[src/rtl/pack_pkg.sv]
// Shared types and defaults for the bit-map read-side packer.
package pack_pkg;

  typedef enum logic [2:0] {
    ST_IDLE,
    ST_ARM,
    ST_SOP,
    ST_SEQ,
    ST_PAY,
    ST_CSUM,
    ST_GAP
  } state_t;

  localparam logic [7:0] HDR_BYTE_DEF  = 8'hA5;
  localparam int         CAP_WORDS_DEF = 8192;

  // avail must hold CAP_WORDS itself; byte counters must hold 4*1024-1
  localparam int AVAIL_W   = 14;
  localparam int BYTE_CNT_W = 12;

endpackage

[src/rtl/bm_pack_ctrl_if.sv]
// Buffer read port plus packer output stream, bundled for the controller.
interface bm_pack_ctrl_if;

  logic       bm_vld;
  logic       bm_req;
  logic [7:0] bm_q;
  logic [7:0] pk_data;
  logic       pk_vld;
  logic       pk_sop;
  logic       pk_eop;
  logic       pk_rdy;

  // master: the controller side
  modport master (
    input  bm_vld, bm_q, pk_rdy,
    output bm_req, pk_data, pk_vld, pk_sop, pk_eop
  );

  // slave: buffer and downstream packer side
  modport slave (
    output bm_vld, bm_q, pk_rdy,
    input  bm_req, pk_data, pk_vld, pk_sop, pk_eop
  );

endinterface

[src/rtl/bm_fill_cnt.sv]
// Words-available counter for the bit-map buffer, with saturation at
// capacity and a sticky overflow flag.
module bm_fill_cnt
  import pack_pkg::*;
#(
  parameter int BURST_WORDS = 16,
  parameter int CAP_WORDS   = CAP_WORDS_DEF
) (
  input  logic               clk_sys,
  input  logic               rst,
  input  logic               inc,
  input  logic               take,
  output logic [AVAIL_W-1:0] avail,
  output logic               ovf_err
);

  localparam logic [AVAIL_W-1:0] ONE   = AVAIL_W'(1);
  localparam logic [AVAIL_W-1:0] BURST = AVAIL_W'(BURST_WORDS);
  localparam logic [AVAIL_W-1:0] CAP   = AVAIL_W'(CAP_WORDS);

  // A take is only issued when avail >= BURST, so the subtraction never
  // underflows; a lone increment at capacity clamps and flags overflow.
  always_ff @(posedge clk_sys or posedge rst) begin
    if (rst) begin
      avail   <= '0;
      ovf_err <= 1'b0;
    end else begin
      if (inc && take) begin
        avail <= avail + ONE - BURST;
      end else if (take) begin
        avail <= avail - BURST;
      end else if (inc) begin
        if (avail >= CAP) begin
          avail   <= CAP;
          ovf_err <= 1'b1;
        end else begin
          avail <= avail + ONE;
        end
      end
    end
  end

endmodule

[src/rtl/bm_pack_ctrl.sv]
// Read-side sequencer: requests one burst from the bit-map buffer when
// enough words are available and wraps the returned bytes as
// header, sequence, payload, checksum.
module bm_pack_ctrl
  import pack_pkg::*;
#(
  parameter int         BURST_WORDS = 16,
  parameter logic [7:0] HDR_BYTE    = HDR_BYTE_DEF,
  parameter int         CAP_WORDS   = CAP_WORDS_DEF
) (
  input  logic                  clk_sys,
  input  logic                  rst,
  input  logic                  en,
  bm_pack_ctrl_if.master        bus,
  output logic                  ovf_err,
  output logic [15:0]           frame_cnt
);

  localparam logic [BYTE_CNT_W-1:0] LAST_IDX = BYTE_CNT_W'(4 * BURST_WORDS - 1);
  localparam logic [BYTE_CNT_W-1:0] CNT_ONE  = BYTE_CNT_W'(1);
  localparam logic [AVAIL_W-1:0]    BURST    = AVAIL_W'(BURST_WORDS);

  state_t                state;
  logic [AVAIL_W-1:0]    avail;
  logic                  start;
  logic [BYTE_CNT_W-1:0] req_cnt;
  logic [BYTE_CNT_W-1:0] pay_cnt;
  logic [7:0]            seq;
  logic [7:0]            csum;

  assign start = (state == ST_IDLE) && en && bus.pk_rdy && (avail >= BURST);

  bm_fill_cnt #(
    .BURST_WORDS (BURST_WORDS),
    .CAP_WORDS   (CAP_WORDS)
  ) u_fill (
    .clk_sys (clk_sys),
    .rst     (rst),
    .inc     (bus.bm_vld),
    .take    (start),
    .avail   (avail),
    .ovf_err (ovf_err)
  );

  // Frame sequencer: the request down-counter runs independently of the
  // state so bm_req covers ARM through the early PAY cycles, while the
  // state register sequences the registered output bytes.
  always_ff @(posedge clk_sys or posedge rst) begin
    if (rst) begin
      state       <= ST_IDLE;
      bus.bm_req  <= 1'b0;
      req_cnt     <= '0;
      pay_cnt     <= '0;
      seq         <= '0;
      csum        <= '0;
      bus.pk_data <= '0;
      bus.pk_vld  <= 1'b0;
      bus.pk_sop  <= 1'b0;
      bus.pk_eop  <= 1'b0;
      frame_cnt   <= '0;
    end else begin
      if (bus.bm_req) begin
        if (req_cnt == '0) begin
          bus.bm_req <= 1'b0;
        end else begin
          req_cnt <= req_cnt - CNT_ONE;
        end
      end

      case (state)
        ST_IDLE: begin
          if (start) begin
            state      <= ST_ARM;
            bus.bm_req <= 1'b1;
            req_cnt    <= LAST_IDX;
            csum       <= '0;
          end
        end
        ST_ARM: begin
          state       <= ST_SOP;
          bus.pk_data <= HDR_BYTE;
          bus.pk_vld  <= 1'b1;
          bus.pk_sop  <= 1'b1;
        end
        ST_SOP: begin
          state       <= ST_SEQ;
          bus.pk_data <= seq;
          bus.pk_sop  <= 1'b0;
          csum        <= csum + seq;
        end
        ST_SEQ: begin
          state       <= ST_PAY;
          bus.pk_data <= bus.bm_q;
          csum        <= csum + bus.bm_q;
          pay_cnt     <= LAST_IDX;
        end
        ST_PAY: begin
          if (pay_cnt == '0) begin
            state       <= ST_CSUM;
            bus.pk_data <= csum;
            bus.pk_eop  <= 1'b1;
          end else begin
            bus.pk_data <= bus.bm_q;
            csum        <= csum + bus.bm_q;
            pay_cnt     <= pay_cnt - CNT_ONE;
          end
        end
        ST_CSUM: begin
          state       <= ST_GAP;
          bus.pk_data <= '0;
          bus.pk_vld  <= 1'b0;
          bus.pk_eop  <= 1'b0;
          seq         <= seq + 8'd1;
          frame_cnt   <= frame_cnt + 16'd1;
        end
        ST_GAP: begin
          state <= ST_IDLE;
        end
        default: begin
          state <= ST_IDLE;
        end
      endcase
    end
  end

endmodule

[src/flat_wrapper.sv]
// flat-port wrapper written by rule: the top's interface ports become plain ports
module bm_pack_ctrl_flat import pack_pkg::*;
#(
  parameter int         BURST_WORDS = 16,
  parameter logic [7:0] HDR_BYTE    = HDR_BYTE_DEF,
  parameter int         CAP_WORDS   = CAP_WORDS_DEF
)
  (clk_sys, rst, en, ovf_err, frame_cnt, bus_bm_vld, bus_bm_q, bus_pk_rdy, bus_bm_req, bus_pk_data, bus_pk_vld, bus_pk_sop, bus_pk_eop);
  bm_pack_ctrl_if bus_i ();
  input  logic clk_sys;
  input  logic rst;
  input  logic en;
  output logic ovf_err;
  output logic [15:0] frame_cnt;
  input wire logic [$bits(bus_i.bm_vld)-1:0] bus_bm_vld;
  input wire logic [$bits(bus_i.bm_q)-1:0] bus_bm_q;
  input wire logic [$bits(bus_i.pk_rdy)-1:0] bus_pk_rdy;
  output wire logic [$bits(bus_i.bm_req)-1:0] bus_bm_req;
  output wire logic [$bits(bus_i.pk_data)-1:0] bus_pk_data;
  output wire logic [$bits(bus_i.pk_vld)-1:0] bus_pk_vld;
  output wire logic [$bits(bus_i.pk_sop)-1:0] bus_pk_sop;
  output wire logic [$bits(bus_i.pk_eop)-1:0] bus_pk_eop;
  assign bus_i.bm_vld = bus_bm_vld;
  assign bus_i.bm_q = bus_bm_q;
  assign bus_i.pk_rdy = bus_pk_rdy;
  assign bus_bm_req = bus_i.bm_req;
  assign bus_pk_data = bus_i.pk_data;
  assign bus_pk_vld = bus_i.pk_vld;
  assign bus_pk_sop = bus_i.pk_sop;
  assign bus_pk_eop = bus_i.pk_eop;
  bm_pack_ctrl #(.BURST_WORDS(BURST_WORDS), .HDR_BYTE(HDR_BYTE), .CAP_WORDS(CAP_WORDS)) u_core (.clk_sys(clk_sys), .rst(rst), .en(en), .bus(bus_i), .ovf_err(ovf_err), .frame_cnt(frame_cnt));
endmodule
[config.mk]
export PLATFORM = sky130hd
export DESIGN_NAME = bm_pack_ctrl_flat
export DESIGN_NICKNAME = d
export VERILOG_FILES = /design/src/rtl/pack_pkg.sv /design/src/rtl/bm_pack_ctrl_if.sv /design/src/rtl/bm_fill_cnt.sv /design/src/rtl/bm_pack_ctrl.sv /design/src/flat_wrapper.sv
export SDC_FILE = /design/constraint.sdc
export NUM_CORES = 1
export LEC_CHECK = 0
export ABC_AREA = 1
export BUFFER_PORTS_ARGS = -buffer_cell sky130_fd_sc_hd__clkbuf_2
export CORE_UTILIZATION = 55
export DETAILED_ROUTE_END_ITERATION = 12
export PLACE_DENSITY = 0.74
export SLEW_MARGIN = 20
export SYNTH_ARGS = -nofsm -noshare
export SYNTH_HDL_FRONTEND = slang
export SYNTH_SLANG_ARGS = --single-unit
[constraint.sdc]
create_clock -name clk_sys -period 5.1 [get_ports clk_sys]
set_clock_uncertainty 0.2 [all_clocks]
set_input_delay 0.51 -clock clk_sys [delete_from_list [all_inputs] [get_ports clk_sys]]
set_output_delay 0.51 -clock clk_sys [all_outputs]
set_load 0.01 [all_outputs]
## After elaboration in Yosys (flattened, before gate mapping)

Index checks and enable logic that the tools add are counted.

- Word-level logic and storage cells: 79
- Output and inout bits: 29
- Input port bits: 13
- Bits in registers: 86

- Bitwise operators: 2
- Multiplexer cells: 26
- Reductions and logical operators: 19
- Equality and inequality tests: 8
- Add/sub/neg operators: 9
- Order comparisons: 2

Operators by type and width:

| kind | count |
|---|---|
| $mux W12 | 5 |
| $mux W14 | 4 |
| $pmux W8 S5 | 1 |
| $pmux W8 S4 | 1 |
| $sub A14 B5 Y14 const B | 2 |
| $logic_not A12 Y1 | 2 |
| $mux W8 | 3 |
| $pmux W12 S2 | 1 |
| $sub A12 B1 Y12 const B | 2 |
| $pmux W3 S6 | 1 |
| $add A16 B1 Y16 const B | 1 |
| $add A8 B8 Y8 | 2 |
| $add A14 B1 Y14 const B | 1 |
| $ge A14 B14 Y1 const B | 1 |
| $ge A14 B5 Y1 const B | 1 |
| $add A8 B1 Y8 const B | 1 |
| $reduce_bool A2 Y1 | 4 |
| $eq A3 B2 Y1 const B | 2 |
| $eq A3 B3 Y1 const B | 2 |
| $mux W3 | 2 |
| $pmux W1 S2 | 3 |
| $reduce_and A2 Y1 | 3 |
| $mux W1 | 5 |
| $reduce_bool A5 Y1 | 1 |
| other kinds (10) | 15 |

## Logic depth before layout (Yosys ltp)

Gate-level depths: netlist of run 1.

- Depth in word-level cells: 7
- Depth in mapped cells: 16
- Depth with buffers taken out: 15

## Hierarchy

From an unflattened synthesis of run 1, not the netlist that was laid out.

- Cell total of the unflattened synthesis: 775
- Area, all modules: 5719.2 um2

By module, submodules not included:

| module | cells an instance | area each (um2) | instances |
|---|---|---|---|
| bm_pack_ctrl | 547 | 4192.8 | 1 |
| bm_fill_cnt | 228 | 1526.5 | 1 |

## Worst setup path after synthesis of run 1

No wires, ideal clock.

- Path type: reg-to-reg
- Start: reg u_core.state[1]
- End: reg u_core.csum[6]
- Period minus slack after synthesis: 2.815 ns
- Required time: 4.782 ns
- Arrival: 2.497 ns
- Setup time: 0.118 ns
- Setup slack: 2.285 ns
- Cell stages (with the launch flop): 17
- Path through: dfrtp_1 -> nor2_1 -> nand2_1 -> nand2_1 -> clkbuf_1 -> nand2_1 -> o21ai_0 -> ha_1 -> inv_1 -> fa_1 -> o21ai_0 -> nand2_1 -> nand2_1 -> a21oi_1 -> xnor2_1 -> nand3_1 -> nand2_1

- Cells in the longest elaborated chain, start to end: 6
- Elaborated cells between the ends (all ways): 12

RTL lines:

| element | line | RTL |
|---|---|---|
| start, declared | bm_pack_ctrl.sv:23 | `state_t state;` |
| start signal, assigned | bm_pack_ctrl.sv:50 | `state <= ST_IDLE;` |
| start signal, assigned | bm_pack_ctrl.sv:73 | `state <= ST_ARM;` |
| start signal, assigned | bm_pack_ctrl.sv:80 | `state <= ST_SOP;` |
| $logic_not A3 Y1 | bm_pack_ctrl.sv:31, bm_pack_ctrl.sv:70 |  |
| $logic_and A1 B1 Y1 (3 in series) | bm_pack_ctrl.sv:31 | `assign start = (state == ST_IDLE) && en && bus.pk_rdy && (avail >= BURST);` |
| $ne A2 B2 Y1 (no line) | n/a |  |
| $reduce_and A3 Y1 (no line) | n/a |  |
| end signal, assigned | bm_pack_ctrl.sv:89 | `csum <= csum + seq;` |
| end signal, assigned | bm_pack_ctrl.sv:94 | `csum <= csum + bus.bm_q;` |
| end signal, assigned | bm_pack_ctrl.sv:104 | `csum <= csum + bus.bm_q;` |
| end, declared | bm_pack_ctrl.sv:29 | `logic [7:0] csum;` |

Parallel ways exist; a longest one is shown, timed or not.
A chain may end at the register's enable or synchronous reset.

## Worst setup path in the final report of run 1

- Start: reg u_core.state[2]
- End: reg u_core.csum[6]

The elaborated chain is that of the path after synthesis.

==> metrics.md, run 1 <==
| Metric | Value |
|---|---|
| Via-per-instance ratio | `5.417` |
| Final Util | `0.6318` |
| Hold-fix buffer count after cts | `0` |
| Crit Path Max Fanout | `15` |
| GPL Wtd Cong | `0.8846` |
| PwrDens | `517.4 nW/um^2` |
| CTS tree | `done` |
| R2R cell count | `15` |
| Async SR Flop Fraction | `1.000` |
| Most frequent cell after synthesis | `nand2_1` |
| Final worst-path cycle share | `0.6505` |
| CTS H-Tree Depth | `3` |
| Number of DRC markers in iteration 0 | `234` |
| Pre-antenna DRT Iters | `4` |
| # setup viols final | `0` |
| Synth top area share | `0.3965` |
| Min Tclk post-route | `3318 ps` |
| Dpl cell area | `5738 sq um` |
| CTS Buf Count | `9` |
| Post-CTS Setup Inserts | `0` |
| GRT Util Overall | `0.2567` |
| Ant diodes | `0` |
| Top cells by count, synth | `nand2_1 (163), dfrtp_1 (86), inv_1 (84)` |
| Slew headroom | `0.4949` |
| Leading post-synthesis cells by cell area | `dfrtp_1 (40%), nand2_1 (11%), inv_1 (5.8%), ha_1 (4.6%), nand3_1 (4.5%)` |
| Reg2reg start | `u_core.state[2]$_DFFE_PP0P_` |
| Vias in the first global route | `4519` |
| Hold WS | `19.81 ps` |
| WP data required | `5150 ps` |
| Cells after Synth | `701` |
| Reg2Reg Capture Point | `u_core.csum[6]$_DFFE_PP0P_` |
| Leakage power total | `2.930 nW` |
| Worst hold path class | `in -> async` |
| Chip Width | `101.3 um` |
| FF+latch count, synth | `86` |
| Share of layout cells above drive strength 1 | `0.1389` |
| Antenna violations before repair | `0` |
| Nets | `778` |
| Maximum clock frequency | `301.4 MHz` |
| Via Count | `4756` |
| Final setup TNS | `0 ps` |
| RSZ-0062 raised after global routing | `no` |
| Slew @ Worst Pin | `756.8 ps` |
| Largest net degree at the start of global routing | `45` |
| I/O Pins | `42` |
| Port Buf Inserts | `41` |
| Cell Area, Synth | `5428 sq um` |
| Worst EP arrival | `3370 ps` |
| Resized Gates After CTS | `0` |
| Chip height | `101.3 um` |
| Sink Count | `86` |
| Leading area contributor after synthesis | `dfrtp_1` |
| Top_reg_cell synth | `dfrtp_1` |
| Sequential area share after synthesis | `0.3965` |
| Clock transition at path regs | `100 ps` |
| Area growth from synthesis to layout | `9.590%` |
| Startpoint Class | `register` |
| ANT nets after route | `0` |
| Drc violations | `0` |
| Worst skew pair latency | `370 ps` |
| Worst vdd rail ir drop | `271.0 uV` |
| Post-DP HPWL | `9131 um` |
| R2r setup slk | `1780 ps` |
| Status | `finished, final reports clean` |
| Post-Syn Nets | `735` |
| FP Rows | `35` |
| Nature of the critical path endpoint | `register` |
| Final Slew Violations | `0` |
| Clock Tree Buf Depth | `2` |
| Yosys Warn Count | `0` |
| Initial Util | `0.5765` |
| Number of fill cells in the layout | `837` |
| Global-route wire length before repair | `20560 um` |
| Wirelength per Cell | `13.82 um` |
| Max Cap Viol | `0` |
| Remaining global-route overflow | `0` |
| Fin. Hold Viols | `0` |
| CORE AREA | `9415 sq um` |
| Total Wirelength | `12140 um` |
| Root buf cell | `clkbuf_8` |
| Final Cell Area | `5948 sq um` |
| Library cells used by synthesis | `42` |
| Setup CP Type | `reg -> reg` |
| Die area | `10270 sq um` |
| Post-synth EDFFs | `0` |
| Mapped Avg Cell Area | `7.743 sq um` |
worst max-delay path, stage by stage, from the launching register on:
cell     delay, ps
dfrtp_1        470
inv_1          140
nand3_1        330
nand2_1        470
nand2_1         80
o21ai_0        100
ha_1           210
inv_1           60
fa_1           410
o21ai_0        300
nand2_1         80
nand2_1         70
a21oi_1         70
xnor2_1        120
nand3_1         60
nand2_1         50
worst max path at each step:
| stage | startpoint | end | slack, ps | cells past startpoint |
|---|---|---|---|---|
| 5_1_grt | u_core.state[2]$_DFFE_PP0P_ | u_core.csum[6]$_DFFE_PP0P_ | 1460 | 15 |
| 4_1_cts | u_core.state[2]$_DFFE_PP0P_ | u_core.csum[6]$_DFFE_PP0P_ | 1790 | 15 |
| 6_report | u_core.state[2]$_DFFE_PP0P_ | u_core.csum[6]$_DFFE_PP0P_ | 1780 | 15 |
| 2_1_floorplan | rst | u_core.bus.bm_req$_DFF_PP0_ | 2170 | 1 |
| 3_3_place_gp | u_core.state[2]$_DFFE_PP0P_ | u_core.csum[6]$_DFFE_PP0P_ | 1920 | 15 |
| 3_5_place_dp | u_core.state[2]$_DFFE_PP0P_ | u_core.csum[6]$_DFFE_PP0P_ | 1810 | 15 |
report_power, final:
part / total (mW) / leakage, nW / internal, mW / switching, mW
Clock: 0.514 / 0.105 / 0.239 / 0.276
Combinational: 1.48 / 1.72 / 0.507 / 0.971
Sequential: 1.09 / 1.11 / 0.876 / 0.209
Total: 3.08 / 2.93 / 1.62 / 1.46
logic make-up after synthesis:
family,synth area share
buffers and inverters,0.07469
adders and majority gates,0.04979
muxes,0.002075
and+or+nand+nor,0.3094
xor gates and xnor gates,0.05970
DFF,0.3965
AOI/OAI and AO/OA,0.1079
final cells by class:
cell class | instances | area, sq um | area share
Clock buffer | 9 | 123.9 | 0.02082
Clock inverter | 7 | 86.33 | 0.01451
Inverter | 90 | 341.6 | 0.05743
Multi-Input combinational cell | 515 | 2870 | 0.4825
Sequential cell | 86 | 2152 | 0.3618
Tap cell | 129 | 161.4 | 0.02714
Timing Repair Buffer | 42 | 212.7 | 0.03576
through the flow:
| step | instances | power, mW | setup WS (ps) |
|---|---|---|---|
| global route | 878 | 3.346 | 1464 |
| floorplan | 701 | 2.202 | 2168 |
| global placement | 862 | 2.501 | 1922 |
| detailed placement | 862 | 2.556 | 1814 |
| CTS | 878 | 3.082 | 1794 |
| finish | 878 | 3.078 | 1782 |
registers in the layout, indices dropped and copies added (netlist names):
signal / flops
u_core.bus.bm_req: 1
u_core.bus.pk_data: 8
u_core.bus.pk_eop: 1
u_core.bus.pk_sop: 1
u_core.bus.pk_vld: 1
u_core.csum: 8
u_core.frame_cnt: 16
u_core.pay_cnt: 12
u_core.req_cnt: 12
u_core.seq: 8
u_core.state: 3
u_core.u_fill.avail: 14
u_core.u_fill.ovf_err: 1
metal layers:
| layer | up-vias | global-route usage | part of all wire |
|---|---|---|---|
| li1 | 2383 | - | - |
| met1 | 2239 | 0.3248 | 0.44 |
| met2 | 107 | 0.4390 | 0.50 |
| met3 | 27 | 0.03313 | 0.034 |
| met4 | 0 | 0.1193 | 0.026 |
| met5 | - | 0 | 0 |
cells in the final DEF (no fill, tap or decap), types with 2 or more instances in the layout:
cell type / count
nor3_2: 3
nor2_8: 2
o211ai_1: 4
nor2_2: 9
nand2_4: 3
inv_1: 83
nand3_1: 49
inv_8: 2
nor2_4: 4
clkbuf_2: 41
o31ai_1: 3
ha_1: 20
nor2_1: 64
xor2_1: 24
xnor2_1: 13
nor3_1: 18
nand2_2: 9
nand4_1: 11
o2111ai_1: 4
inv_2: 5
nor4_4: 2
a21oi_1: 31
dfrtp_1: 86
o22ai_1: 7
nand3b_1: 4
clkbuf_8: 9
nand2_1: 163
or2_2: 2
inv_6: 3
o221ai_1: 3
o21ai_0: 45
o21ai_1: 8
(Power assumes the default switching activity.)
==> run 2: changes to the inputs <==
PLACE_DENSITY = 0.77   (was 0.74)
clock period = 3.02 ns   (was 5.1 ns; I/O delays follow)
==> metrics.md, run 2 (synthesis results as in run 1) <==
| Metric | Value |
|---|---|
| Drc violations | `0 (unchanged)` |
| Slew @ Worst Pin | `844.8 ps (+87.95 ps)` |
| Fin. Hold Viols | `0 (unchanged)` |
| GRT Util Overall | `0.2670 (+0.01024)` |
| Chip height | `101.3 um (unchanged)` |
| Final Cell Area | `6025 sq um (+1.3%)` |
| Startpoint Class | `register` |
| Reg2reg start | `u_core.state[1]$_DFFE_PP0P_` |
| Combinational Power Share | `0.491 (+0.011)` |
| Crit Path Max Fanout | `12 (-3)` |
| PwrDens | `868.4 nW/um^2 (+68%)` |
| Setup CP Type | `reg -> reg` |
| Root buf cell | `clkbuf_8` |
| Port Buf Inserts | `41 (unchanged)` |
| Max Cap Viol | `0 (unchanged)` |
| ANT nets after route | `0 (unchanged)` |
| Antenna violations before repair | `0 (unchanged)` |
| Worst EP arrival | `2880 ps (-490 ps)` |
| Pre-antenna DRT Iters | `5 (+1)` |
| Area growth from synthesis to layout | `11.00%` |
| Chip Width | `101.3 um (unchanged)` |
| Top flop regs | `u_core.frame_cnt x16, u_core.u_fill.avail x14` |
| CTS H-Tree Depth | `3 (unchanged)` |
| I/O Pins | `42 (unchanged)` |
| Initial Util | `0.5765 (unchanged)` |
| Wirelength per Cell | `14.23 um (+3.0%)` |
| Nature of the critical path endpoint | `register` |
| Sink Count | `86 (unchanged)` |
| Setup WS post-layout | `199.1 ps (-1583 ps)` |
| Clock power share | `0.159 (-0.008)` |
| Final Slew Violations | `0 (unchanged)` |
| Remaining global-route overflow | `0 (unchanged)` |
| Post-DP HPWL | `9171 um (+0.43%)` |
| CTS Buf Count | `9 (unchanged)` |
| Commonest non-fill, non-tap cell in the layout | `nand2_1` |
| Maximum clock frequency | `354.5 MHz (+18%)` |
| Multi-input logic area | `2870 sq um (unchanged)` |
| Min Tclk post-route | `2821 ps (-496.6 ps)` |
| Slew headroom | `0.4362 (-0.05870)` |
| Top reg by flops | `u_core.frame_cnt` |
| FP Rows | `35 (unchanged)` |
| Hold_sp | `bus_bm_q[5]` |
| Final setup TNS | `0 ps (unchanged)` |
| RSZ-0062 raised after global routing | `no` |
| Global-route wire length before repair | `21510 um (+4.6%)` |
| Status | `finished, final reports clean` |
| Vias in the first global route | `4754 (+5.2%)` |
| Via Count | `4931 (+3.7%)` |
| CORE AREA | `9415 sq um (unchanged)` |
| Net Sw Frac | `0.4742 (+0.001135)` |
| GPL Wtd Cong | `0.8901 (+0.62%)` |
| Register area | `2155 sq um (+0.12%)` |
| CP startpoint | `u_core.state[1]$_DFFE_PP0P_` |
| Nets | `786 (+1.0%)` |
| Dpl ws | `136.5 ps (-1677 ps)` |
| P_int | `2.751 mW (+70%)` |
| Clock Tree Buf Depth | `2 (unchanged)` |
| NetSw | `2.481 mW (+70%)` |
| Worst skew pair latency | `370 ps (about the same)` |
| Leakage power total | `2.961 nW (+1.0%)` |
| WP data required | `3080 ps (-2070 ps)` |
| Total Wirelength | `12610 um (+3.9%)` |
| Number of DRC markers in iteration 0 | `301 (+29%)` |
| Largest net degree at the start of global routing | `48 (+6.7%)` |
| Via-per-instance ratio | `5.565 (+2.7%)` |
| Most frequent cells in the layout | `nand2_1 (163), dfrtp_1 (84), inv_1 (83)` |
| Ant diodes | `0 (unchanged)` |
| Worst vdd rail ir drop | `607.9 uV (+120%)` |
| Number of fill cells in the layout | `807 (-3.6%)` |
| Clock transition at path regs | `90 ps (about the same)` |
| Die area | `10270 sq um (unchanged)` |
| Dpl cell area | `5773 sq um (+0.61%)` |
| CTS tree | `done` |
| Worst hold path class | `in -> reg` |
| Final worst-path cycle share | `0.9341 (+0.2836)` |
| Max reg flops | `16 (unchanged)` |
| Share of layout cells above drive strength 1 | `0.1427 (+0.003817)` |
| Seq pwr share | `0.350 (-0.003)` |
| # setup viols final | `0 (unchanged)` |
[run 2: cell types whose count changed in the layout (fill, tap and decap cells not counted), moves of 2 or more]
cell | before | now
clkinv_4 | 0 | 2
dfrtp_2 | 0 | 2
dfrtp_1 | 86 | 84
buf_4 | 1 | 3
inv_6 | 3 | 0
dlygate4sd3_1 | 0 | 5
[run 2: cell type report]
| type | instances | share of cell area |
|---|---|---|
| multi-input combinational | 515 | 0.4764 |
| sequential | 86 | 0.3576 |
| inverter | 90 | 0.05670 |
| timing repair buffer | 50 | 0.04943 |
| tap | 129 | 0.02679 |
| clock buffer | 10 | 0.02118 |
| clock inverter | 6 | 0.01184 |
[run 2: metrics by stage]
stage	std cells	util	power (mW)	hold slack, ps
2_1_floorplan	701	-	3.719	231.2
3_3_place_gp	865	0.6132	4.244	249.6
3_5_place_dp	865	0.6132	4.347	255.6
4_1_cts	886	0.6396	5.210	13.09
5_1_grt	886	0.6399	5.669	21.84
6_report	886	0.6399	5.232	25.01
[run 2: path summary, 6_finish.rpt]
| check | endpoint | slack, ps | cells after the start |
|---|---|---|---|
| worst max register to register | u_core.csum[7]$_DFFE_PP0P_ | 200 | 11 |
| worst min register to register | u_core.u_fill.ovf_err$_DFFE_PP0P_ | 280 | 2 |
| worst max-delay path | u_core.csum[7]$_DFFE_PP0P_ | 200 | 11 |
| max in group asynchronous | u_core.csum[4]$_DFFE_PP0P_ | 1540 | 4 |
| worst min-delay path | u_core.bus.pk_data[5]$_DFFE_PP0P_ | 30 | 3 |
| min in group asynchronous | u_core.req_cnt[5]$_DFF_PP0_ | 410 | 3 |
[run 2: routing by layer]
metal  vias up  share of wire  wire length, um  GRT usage
li1       2386              -                -          -
met1      2349           0.44             5530     0.3414
met2       178           0.49             6180     0.4542
met3        18          0.053              673    0.04624
met4         0          0.018              227     0.1003
met5         -              0                0          0
[run 2: power by group through the flow]
stage	registers [mW]	logic (mW)	clock network, mW
finish	1.83	2.57	0.831
global route	1.88	2.89	0.900
CTS	1.82	2.54	0.854
detailed placement	1.84	2.51	0
global placement	1.81	2.43	0
floorplan	1.78	1.94	0
[run 2: repair_timing]
action                                  in CTS  in global routing
setup buffers                                0                  0
resized for setup                            0                  3
endpoints found under the setup margin       0                  2
endpoints found under the hold margin       49                  0
hold buffers                                 5                  0
[run 2: critical path, cell delays in order (launching register included)]
cell and delay (ps):
dfrtp_2 460, nor2_1 260, nand2_1 140, nand2_1 150, buf_4 190, mux2_2 350
ha_1 340, a21oi_1 150, o21ai_0 90, a21oi_1 150, xor2_1 160, o21ai_1 70
==> run 3: changes to the inputs <==
PLACE_DENSITY = 0.88   (was 0.77)
==> metrics.md, run 3 (synthesis results as in run 1) <==
| Metric | Value |
|---|---|
| Status | `finished, final reports clean` |
| PwrDens | `865.7 nW/um^2 (-0.31%)` |
| Wirelength per Cell | `14.04 um (-1.4%)` |
| Remaining global-route overflow | `0 (unchanged)` |
| Commonest non-fill, non-tap cell in the layout | `nand2_1` |
| Setup CP Type | `reg -> reg` |
| CORE AREA | `9415 sq um (unchanged)` |
| Area growth from synthesis to layout | `10.83%` |
| Worst EP arrival | `2850 ps (-30 ps)` |
| Leakage power total | `2.957 nW (-0.13%)` |
| Initial Util | `0.5765 (unchanged)` |
| Chip height | `101.3 um (unchanged)` |
| Worst hold path class | `in -> reg` |
| Antenna violations before repair | `0 (unchanged)` |
| Post-DP HPWL | `9132 um (-0.42%)` |
| Nets | `785 (-0.13%)` |
| GRT Util Overall | `0.2568 (-0.01017)` |
| Hold_sp | `bus_bm_q[5]` |
| Die area | `10270 sq um (unchanged)` |
| Dpl cells | `864 (-0.12%)` |
| Startpoint Class | `register` |
| Final setup TNS | `0 ps (unchanged)` |
| Total Wirelength | `12420 um (-1.5%)` |
| Min Tclk post-route | `2783 ps (-37.84 ps)` |
| CP startpoint | `u_core.state[1]$_DFFE_PP0P_` |
| Largest net degree at the start of global routing | `47 (-2.1%)` |
| I/O Pins | `42 (unchanged)` |
| FP Rows | `35 (unchanged)` |
| Clock transition at path regs | `100 ps (about the same)` |
| Multi-input logic area | `2870 sq um (unchanged)` |
| Most frequent cells in the layout | `nand2_1 (163), dfrtp_1 (85), inv_1 (83)` |
| Final Slew Violations | `0 (unchanged)` |
| Root buf cell | `clkbuf_8` |
| Port Buf Inserts | `41 (unchanged)` |
| Nature of the critical path endpoint | `register` |
| Number of fill cells in the layout | `800 (-0.87%)` |
| Chip Width | `101.3 um (unchanged)` |
| Worst vdd rail ir drop | `498.1 uV (-18%)` |
| Sink Count | `86 (unchanged)` |
| Fin. Hold Viols | `0 (unchanged)` |
| Top reg by flops | `u_core.frame_cnt` |
| ANT nets after route | `0 (unchanged)` |
| Register area | `2153 sq um (about the same)` |
| Top flop regs | `u_core.frame_cnt x16, u_core.u_fill.avail x14` |
| Hold WS | `24.80 ps (-0.2154 ps)` |
| Crit Path Max Fanout | `10 (-2)` |
| Number of DRC markers in iteration 0 | `302 (+0.33%)` |
| Global-route wire length before repair | `20670 um (-3.9%)` |
| GPL Wtd Cong | `0.8855 (-0.52%)` |
| Post-CTS Setup Inserts | `0 (unchanged)` |
| Pre-antenna DRT Iters | `5 (unchanged)` |
| RSZ-0062 raised after global routing | `no` |
| Clock Tree Buf Depth | `2 (unchanged)` |
| Reg2reg start | `u_core.state[1]$_DFFE_PP0P_` |
| Fin cells | `885 (-0.11%)` |
| CTS tree | `done` |
| Max Cap Viol | `0 (unchanged)` |
| Max reg flops | `16 (unchanged)` |
| Via Count | `4911 (-0.41%)` |
| Maximum clock frequency | `359.3 MHz (+1.4%)` |
| Vias in the first global route | `4613 (-3.0%)` |
| # setup viols final | `0 (unchanged)` |
| CTS Buf Count | `9 (unchanged)` |
| Ant diodes | `0 (unchanged)` |
| Drc violations | `0 (unchanged)` |
| Final worst-path cycle share | `0.9215 (-0.01253)` |
| Via-per-instance ratio | `5.549 (-0.29%)` |
| Share of layout cells above drive strength 1 | `0.1415 (-0.001134)` |
| Worst skew pair latency | `370 ps (about the same)` |
| Slew headroom | `0.4679 (+0.03178)` |
| Slew @ Worst Pin | `797.2 ps (-47.61 ps)` |
| WP data required | `3090 ps (about the same)` |
| CTS H-Tree Depth | `3 (unchanged)` |
## run 3: changes by cell type in the layout (fill, tap and decap cells not counted), sizes merged
cell | previous run | this run
buf | 4 | 3
bufinv | 1 | 0
clkbuf | 51 | 50
inv | 90 | 92
## run 3: cell type report
cell class | count | share of cell area
Sequential cell | 86 | 0.3579
Timing Repair Buffer | 49 | 0.04825
Clock inverter | 7 | 0.01248
Tap cell | 129 | 0.02683
Multi-Input combinational cell | 515 | 0.4771
Inverter | 90 | 0.05678
Clock buffer | 9 | 0.02059
## run 3: per-stage QoR
step	worst slack, ps	instance area, sq um	power, mW	utilization
after global placement	269.2	5766	4.218	0.6124
after CTS	118.5	6015	5.186	0.6388
after global routing	19.21	6016	5.602	0.6389
after detailed placement	137.7	5766	4.343	0.6124
after floorplan	205.5	5428	3.719	-
final	237.0	6016	5.208	0.6389
## run 3: report_power, final
| group | internal, mW | switching (mW) |
|---|---|---|
| sequential | 1.48 | 0.352 |
| combinational | 0.877 | 1.67 |
| clock | 0.326 | 0.499 |
## run 3: worst paths after layout
kind                                                       endpoint  slack (ps)  cells past startpoint
worst min-delay path              u_core.bus.pk_data[5]$_DFFE_PP0P_          20                      3
worst max register to register           u_core.csum[7]$_DFFE_PP0P_         240                     11
min in group asynchronous       u_core.u_fill.avail[12]$_DFFE_PP0P_         380                      3
max in group asynchronous         u_core.u_fill.ovf_err$_DFFE_PP0P_        1550                      4
worst min register to register     u_core.frame_cnt[15]$_DFFE_PP0P_         270                      1
worst max-delay path                     u_core.csum[7]$_DFFE_PP0P_         240                     11
## run 3: per-layer routing
metal	up-vias	global-route usage	wire (um)
li1	2400	-	-
met3	27	0.03658	569
met4	0	0.1081	280
met2	164	0.4443	6123
met5	-	0	0
met1	2320	0.3226	5449
## run 3: worst max-delay path, stage by stage (launching register included)
cell	delay, ps
dfrtp_1	470
nor2_1	200
nand2_1	120
nand2_1	180
buf_4	190
mux2_2	340
ha_1	340
a21oi_1	140
o21ai_0	90
a21oi_1	160
xor2_1	150
o21ai_1	70
## run 3: timing repair
action | CTS | global route
hold buffers | 5 | 0
hold endpoints to repair | 49 | 0
resized for setup | 0 | 3
setup endpoints to repair | 0 | 2
